**src/rtl/rom_port_arbiter.sv**
```systemverilog
// rom_port_arbiter: shares the single-port weight block ROM between the
// weight loader (port 0) and the network evaluator (port 1). Whole bursts of
// consecutive addresses are granted, in-flight reads are tracked through the
// ROM read latency, and each returned word is steered to its owner.
// Optional build macro: ROM_ARB_FIXED_PRIO_EN gives port 0 fixed priority
// instead of round-robin.
//
// state | meaning
// IDLE  | no burst active; arbitrate between pending requests
// BURST | issuing one ROM address per cycle for the current owner
module rom_port_arbiter #(
  parameter int ADDR_W    = 5,
  parameter int DATA_W    = 32,
  parameter int RD_LAT    = 1,
  parameter int MAX_BURST = 4
) (
  input  logic              clk,
  input  logic              reset,
  input  logic              req0,
  input  logic              req1,
  input  logic [ADDR_W-1:0] addr0,
  input  logic [ADDR_W-1:0] addr1,
  input  logic [2:0]        len0,
  input  logic [2:0]        len1,
  output logic              gnt0,
  output logic              gnt1,
  output logic              rvalid0,
  output logic              rvalid1,
  output logic [DATA_W-1:0] rdata,
  output logic              busy,
  output logic              rom_en,
  output logic [ADDR_W-1:0] rom_addr,
  input  logic [DATA_W-1:0] rom_data
);

  typedef enum logic {IDLE, BURST} state_t;

  localparam logic [3:0]        MAX_L    = 4'(MAX_BURST);
  localparam logic [ADDR_W-1:0] ADDR_ONE = ADDR_W'(1);

  state_t            state_q, state_d;
  logic [ADDR_W-1:0] addr_q;
  logic [2:0]        beat_q;
  logic [2:0]        last_q;
  logic              owner_q;
  logic              first_q;
  logic              last_gnt_q;
  logic              cand0, cand1, win_any, winner, last_beat;
  logic [RD_LAT-1:0] pv_q;
  logic [RD_LAT-1:0] po_q;

  // Index of the final beat: length 0 acts as 1, oversize lengths clamp.
  function automatic logic [2:0] eff_last(input logic [2:0] len);
    logic [2:0] r;
    if (len == 3'd0)
      r = 3'd0;
    else if ({1'b0, len} > MAX_L)
      r = 3'(MAX_L - 4'd1);
    else
      r = len - 3'd1;
    return r;
  endfunction

  // Arbitration: candidates exist in IDLE or on the last beat; the current
  // owner is excluded on its last beat because its req may still be high.
  always_comb begin
    cand0     = 1'b0;
    cand1     = 1'b0;
    winner    = 1'b0;
    last_beat = (state_q == BURST) && (beat_q == last_q);
    if (state_q == IDLE) begin
      cand0 = req0;
      cand1 = req1;
    end else if (last_beat) begin
      cand0 = req0 && owner_q;
      cand1 = req1 && !owner_q;
    end
    win_any = cand0 | cand1;
`ifdef ROM_ARB_FIXED_PRIO_EN
    winner = !cand0;
`else
    if (cand0 && cand1)
      winner = !last_gnt_q;
    else
      winner = cand1;
`endif
  end

  // State register.
  always_ff @(posedge clk or posedge reset) begin
    if (reset)
      state_q <= IDLE;
    else
      state_q <= state_d;
  end

  // Next state and ROM-side outputs.
  always_comb begin
    state_d  = state_q;
    rom_en   = 1'b0;
    rom_addr = '0;
    gnt0     = 1'b0;
    gnt1     = 1'b0;
    case (state_q)
      IDLE: begin
        if (win_any)
          state_d = BURST;
      end
      BURST: begin
        rom_en   = 1'b1;
        rom_addr = addr_q;
        gnt0     = first_q && !owner_q;
        gnt1     = first_q && owner_q;
        if (last_beat)
          state_d = win_any ? BURST : IDLE;
      end
      default: state_d = IDLE;
    endcase
  end

  // Burst datapath: latch the winner's burst, otherwise advance the beat.
  always_ff @(posedge clk or posedge reset) begin
    if (reset) begin
      addr_q     <= '0;
      beat_q     <= 3'd0;
      last_q     <= 3'd0;
      owner_q    <= 1'b0;
      first_q    <= 1'b0;
      last_gnt_q <= 1'b1;
    end else if (win_any) begin
      addr_q     <= winner ? addr1 : addr0;
      last_q     <= eff_last(winner ? len1 : len0);
      beat_q     <= 3'd0;
      owner_q    <= winner;
      first_q    <= 1'b1;
      last_gnt_q <= winner;
    end else if (state_q == BURST) begin
      addr_q  <= addr_q + ADDR_ONE;
      beat_q  <= beat_q + 3'd1;
      first_q <= 1'b0;
    end
  end

  // Return path: {valid, owner} delayed by the ROM read latency.
  always_ff @(posedge clk or posedge reset) begin
    if (reset) begin
      pv_q <= '0;
      po_q <= '0;
    end else begin
      pv_q[0] <= rom_en;
      po_q[0] <= owner_q;
      for (int i = 1; i < RD_LAT; i++) begin
        pv_q[i] <= pv_q[i-1];
        po_q[i] <= po_q[i-1];
      end
    end
  end

  assign rvalid0 = pv_q[RD_LAT-1] && !po_q[RD_LAT-1];
  assign rvalid1 = pv_q[RD_LAT-1] && po_q[RD_LAT-1];
  assign rdata   = rom_data;
  assign busy    = (state_q == BURST) || (|pv_q);

endmodule

```
**config.mk**
```make
export PLATFORM = sky130hd
export DESIGN_NAME = rom_port_arbiter
export DESIGN_NICKNAME = d
export VERILOG_FILES = /design/src/rtl/rom_port_arbiter.sv
export SDC_FILE = /design/constraint.sdc
export NUM_CORES = 1
export LEC_CHECK = 0
export ABC_AREA = 1
export BUFFER_PORTS_ARGS = -buffer_cell sky130_fd_sc_hd__buf_2
export CORE_ASPECT_RATIO = 2
export CORE_UTILIZATION = 30
export DETAILED_ROUTE_END_ITERATION = 8
export PLACE_DENSITY = 0.65
export SLEW_MARGIN = 20
export SYNTH_ARGS = -nofsm -noshare
export SYNTH_HDL_FRONTEND = slang
export SYNTH_SLANG_ARGS = --single-unit
export TNS_END_PERCENT = 10
```
**constraint.sdc**
```tcl
create_clock -name clk -period 2.12 [get_ports clk]
set_input_delay 0.212 -clock clk [delete_from_list [all_inputs] [get_ports clk]]
set_output_delay 0.212 -clock clk [all_outputs]
set_load 0.005 [all_outputs]
```
# Word-level counts from Yosys, hierarchy flattened
# Index checks and enable logic that the tools add are counted.
[word_totals] reg_bits=17 wordCells=52
[op_classes] order_cmp=1 eq_ne=1 n_bitwise=2 add_sub_neg=3 n_reduce_logical=14 muxes=22
[op_table] operator="2-to-1 mux 5 bit" n=4
[op_table] operator="2-to-1 mux 3 bit" n=5
[op_table] operator="2-to-1 mux 1 bit" n=12
[op_table] operator="logical AND 1 bit" n=8
[op_table] operator="adder 5 x 1 -> 5 bit (second input constant)" n=1
[op_table] operator="adder 3 x 1 -> 3 bit (second input constant)" n=1
[op_table] operator="equality test 3 bit" n=1
[op_table] operator="greater-than comparator 3 bit (second input constant)" n=1
[op_table] operator="zero test 1 bit" n=3
[op_table] operator="zero test 3 bit" n=1
[op_table] operator="subtractor 3 x 1 -> 3 bit (second input constant)" n=1
[op_table] operator="case mux 1 bit (2 select lines)" n=1
[op_table] operator="nonzero test 2 bit" n=1
[op_table] operator="logical OR 1 bit" n=1
[op_table] operator="NOT 1 bit" n=1
[op_table] operator="OR 1 bit" n=1

# Logic depth before layout (Yosys ltp)
[depth] depth_word=10 depth_mapped=15 ltp_nobuf=14

# Least setup slack after synthesis
# Ideal clock, no wire load.
[synth_path] kind="reg-to-reg" from="reg state_q" to="reg last_q[2]" arrival_ns=1.664 setup_slack_ns=0.391 synth_period_minus_slack_ns=1.729 setup_ns=0.065 required_ns=2.055 stages_incl_launch_ff=16 cell_sequence="dfrtp_1 buf_6 inv_4 o21ai_4 inv_2 nand2_4 inv_4 nand2_8 nand2_1 nand2_1 nand2_1 inv_1 ha_1 nor3_1 nand2_1 nand2_1"
[synth_via] elab_chain_cells=9 word_cells_on_any_way=14
[synth_lines] item="start, declared" line="41" text="state_t state_q, state_d;"
[synth_lines] item="start signal, assigned" line="94" text="state_q <= state_d;"
[synth_lines] item="logical AND 1 bit" line="70" text="last_beat = (state_q == BURST) && (beat_q == last_q);"
[synth_lines] item="2-to-1 mux 1 bit" line="74" text="end else if (last_beat) begin"
[synth_lines] item="2-to-1 mux 1 bit" line="71" text="if (state_q == IDLE) begin"
[synth_lines] item="logical AND 1 bit" line="82" text="if (cand0 && cand1)"
[synth_lines] item="2-to-1 mux 1 bit" line="82"
[synth_lines] item="2-to-1 mux 3 bit" line="132" text="last_q <= eff_last(winner ? len1 : len0);"
[synth_lines] item="subtractor 3 x 1 -> 3 bit / greater-than comparator 3 bit (equally long branches)" line="60, 57"
[synth_lines] item="2-to-1 mux 3 bit" line="57" text="else if ({1'b0, len} > MAX_L)"
[synth_lines] item="2-to-1 mux 3 bit" line="55" text="if (len == 3'd0)"
[synth_lines] item="end signal, assigned" line="132"
[synth_lines] item="end, declared" line="44" text="logic [2:0] last_q;"
# Parallel ways exist; a longest one is shown, timed or not.
# A chain may end at the register's enable or synchronous reset.

# Final worst setup path
[layout_path] from="reg beat_q[0]" to="reg last_q[2]"
[layout_via] elab_chain_cells=10 word_cells_on_any_way=15
[layout_lines] item="start, declared" line="43" text="logic [2:0] beat_q;"
[layout_lines] item="start signal, assigned" line="139" text="beat_q <= beat_q + 3'd1;"
[layout_lines] item="equality test 3 bit *" line="70"
[layout_lines] item="logical AND 1 bit *" line="70"
[layout_lines] item="2-to-1 mux 1 bit" line="74"
[layout_lines] item="2-to-1 mux 1 bit" line="71"
[layout_lines] item="logical AND 1 bit" line="82"
[layout_lines] item="2-to-1 mux 1 bit" line="82"
[layout_lines] item="2-to-1 mux 3 bit" line="132"
[layout_lines] item="subtractor 3 x 1 -> 3 bit / greater-than comparator 3 bit (equally long branches)" line="60, 57"
[layout_lines] item="2-to-1 mux 3 bit" line="57"
[layout_lines] item="2-to-1 mux 3 bit" line="55"
# Every way passes the cells marked *; elsewhere a longest branch is shown, timed or not.

==> flow_summary_export.csv <==
group,metric,value,unit
finish,stdcell_count,246,
worst_setup_path,r2r_cells,14,
pwr,p_comb_share,56.3,%
pwr,pwr-share-seq,31.3,%
routing,finalWirelength,2790,microns
finish,mostFrequentLayoutCell,"nand2_1",
grt,antenna_found_initial,0,
worst_setup_path,path_class,"flop to flop",
worst_setup_path,worstSetupEndpointType,"flop",
finish,layout_common_cells,"50 x nand2_1, 30 x buf_2, 23 x inv_1",
timing,relSlewSlack,56.5,%
synth,yosysSeqAreaShare,31.0,%
finish,fill_cells,501,
place,dp.cells,242,
place,place_hpwl,2270,microns
routing,wl_per_cell,11.3,microns
pwr,peakVddDrop,0.000668,V
worst_hold_path,hp-class,"input port to async pin",
worst_setup_path,cp_common_cell,"nand2_1",
cts,clk-insertion-delay-late,0.26,ns
worst_setup_path,r2r_setup_slack,0.21,ns
timing,fmax,525,MHz
synth,synth_nets,248,
grt,grt_pass1_vias,1055,
floorplan,die_h,97.8,microns
outcome,status,"finished, final reports clean",
worst_setup_path,worstPathCellList,"inv_1 > nand2_1 > nand2_1 > nand3_1 > nand2_4 > nand2_8 > nand2_1 > nand2_1 > nand2_1 > inv_1 > ha_1 > nor3_1 > nand2_1 > nand2_1",
routing,vias_per_cell,4.44,
grt,grt_usage,12.6,%
timing,drv_slew,0,
grt,grt_pass1_wl,4660,microns
worst_setup_path,timing.rr.start,"beat_q[0]$_DFFE_PP0P_",
timing,skew,0.00234,ns
timing,tns,0,ns
worst_setup_path,required,2.32,ns
worst_setup_path,r2r-end,"last_q[2]$_DFFE_PP0N_",
worst_setup_path,worstPathArrival,2.11,ns
floorplan,core,4380,sq um
worst_setup_path,max_stage_delay,0.40,ns
timing,finalSetupViolations,0,
cts,cts-root-buf,"clkbuf_8",
place,portBuffers,30,
routing,postRouteAntennaNets,0,
grt,grt.overflow.total,0,
synth,ys_ff_latch,17,
cts,cts.sinks,17,
timing,period_minus_slack,1.91,ns
grt,grt_max_degree,18,
timing,worstMarginPinSlew,0.652,ns
routing,drtIter0Drc,21,
worst_setup_path,slowest_stage,"dfrtp_1",
finish,fin_nets,248,
finish,layout-drive-gt1-share,24.5,%
synth,synth_cell_type_count,27,
floorplan,rows,34,
place,gp_congestion,0.769,
worst_setup_path,cp_max_fo,15,
floorplan,ios,95,
floorplan,die_x,49.9,microns
routing,dr_total_vias,1092,
timing,fin_crit_sh,89.9,%
cts,cts_max_path_buffers,2,
pwr,swShare,47.7,%
cts,ctsHoldBuffers,0,
cts,clkTransAtPathRegs,0.07,ns
synth,yosys_warnings,0,
finish,syn_to_final_growth,-0.546,%
cts,ctsResizeCount,0,
worst_setup_path,worstSetupStartpointType,"flop",
cts,cts_tree,"built",
synth,syn_area_per_cell,7.13,sq um
floorplan,dieArea,4880,sq um
pwr,total_power,0.00201,W
synth,synth.cell_area,1380,sq um
cts,post-cts-setup-buffers,0,
finish,antenna_cells,0,
pwr,p_per_area,1470,nW/um^2
timing,rsz0062_at_grt,"no",
pwr,leakage,0.784,nW
floorplan,start_util,31.4,%
pwr,p_int,0.00105,W
routing,drcViolationCount,0,
cts,numCtsBuffers,3,
timing,hold_viol_final,0,
pwr,switchingPower,0.000960,W
finish,fin_util,31.2,%
cts,h-tree-depth,1,
synth,synthCells,193,
routing,first_pass_iters,4,
job,max-cap-violations,0,
pwr,p_clk_share,12.4,%
-- flip-flops by register name, summed over array words and instances, names as in the netlist --
signal and count:
po_q 1, addr_q 5, state_q 1, last_gnt_q 1, owner_q 1, beat_q 3, pv_q 1, last_q 3
first_q 1
-- worst max-delay path, delay by kind of cell, from the launching register on --
kind / cells / cell delay, ns
simple gates: 11 / 1.05
flops: 1 / 0.40
fa+ha+maj: 1 / 0.26
buf+inv: 2 / 0.14
-- synth_stat cells --
| cell | instances | share of area (%) |
|---|---|---|
| a21oi_1 | 4 | 1.5 |
| buf_4 | 33 | 18 |
| buf_6 | 1 | 0.82 |
| buf_8 | 1 | 1.1 |
| clkbuf_1 | 1 | 0.27 |
| dfrtp_1 | 16 | 29 |
| dfstp_2 | 1 | 1.9 |
| ha_1 | 3 | 2.7 |
| inv_1 | 23 | 6.3 |
| inv_2 | 2 | 0.55 |
| inv_4 | 2 | 0.91 |
| nand2_1 | 50 | 14 |
| nand2_2 | 2 | 0.91 |
| nand2_4 | 2 | 1.6 |
| nand2_8 | 1 | 1.5 |
| nand3_1 | 8 | 2.9 |
| nand3_2 | 1 | 0.73 |
| nand3b_1 | 2 | 1.1 |
| nor2_1 | 17 | 4.6 |
| nor3_1 | 2 | 0.73 |
| o211ai_1 | 1 | 0.55 |
| o21ai_0 | 10 | 3.6 |
| o21ai_1 | 6 | 2.2 |
| o21ai_4 | 1 | 1.2 |
| o31ai_1 | 1 | 0.55 |
| or2_2 | 1 | 0.45 |
| xnor2_1 | 1 | 0.64 |
-- worst max path at each step --
stage / startpoint / endpoint / slack [ns] / cells after the start
after floorplan: state_q$_DFF_PP0_ / last_q[2]$_DFFE_PP0N_ / 0.39 / 15
after global placement: beat_q[0]$_DFFE_PP0P_ / last_q[2]$_DFFE_PP0N_ / 0.22 / 14
after detailed placement: beat_q[0]$_DFFE_PP0P_ / last_q[2]$_DFFE_PP0N_ / 0.22 / 14
after CTS: beat_q[0]$_DFFE_PP0P_ / last_q[2]$_DFFE_PP0N_ / 0.20 / 14
after global routing: state_q$_DFF_PP0_ / last_q[2]$_DFFE_PP0N_ / 0.04 / 13
final: beat_q[0]$_DFFE_PP0P_ / last_q[2]$_DFFE_PP0N_ / 0.21 / 14
-- layout make-up --
| class | instances | area (sq um) | area share (%) |
|---|---|---|---|
| Timing Repair Buffer | 31 | 158 | 11.5 |
| Sequential cell | 17 | 427 | 31.2 |
| Inverter | 27 | 106 | 7.77 |
| Tap cell | 54 | 67.6 | 4.94 |
| Multi-Input combinational cell | 113 | 566 | 41.3 |
| Clock buffer | 4 | 45.0 | 3.29 |
-- routing by layer --
layer | GRT usage (%) | wire (microns) | vias to the layer above
li1 | - | - | 559
met1 | 12.7 | 1050 | 485
met2 | 22.2 | 1470 | 35
met3 | 0.779 | 127 | 13
met4 | 11.0 | 141 | 0
met5 | 0 | 0 | -
-- through the flow --
stage / setup slack [ns] / instance area (sq um) / hold WS, ns
after CTS: 0.198 / 1370 / 0.0848
after floorplan: 0.391 / 1380 / 0.137
final: 0.214 / 1370 / 0.0347
after detailed placement: 0.221 / 1320 / 0.355
after global placement: 0.221 / 1320 / 0.346
after global routing: 0.0415 / 1370 / 0.104
-- cell families after synthesis --
group / Yosys count / share of synthesized area, %
simple gates: 86 / 28.2
buf+inv: 63 / 27.9
compound gates: 23 / 9.55
flops: 17 / 31.0
fa+ha+maj: 3 / 2.73
xor+xnor: 1 / 0.636
-- power groups by stage --
stage	combinational, W	sequential [W]	clock (W)
floorplan	0.000948	0.000593	0
global placement	0.00113	0.000629	0
detailed placement	0.00114	0.000636	0
CTS	0.00115	0.000630	0.000248
global route	0.00129	0.000658	0.000269
finish	0.00113	0.000630	0.000249
No activity file was read; power rests on OpenSTA's default activity.
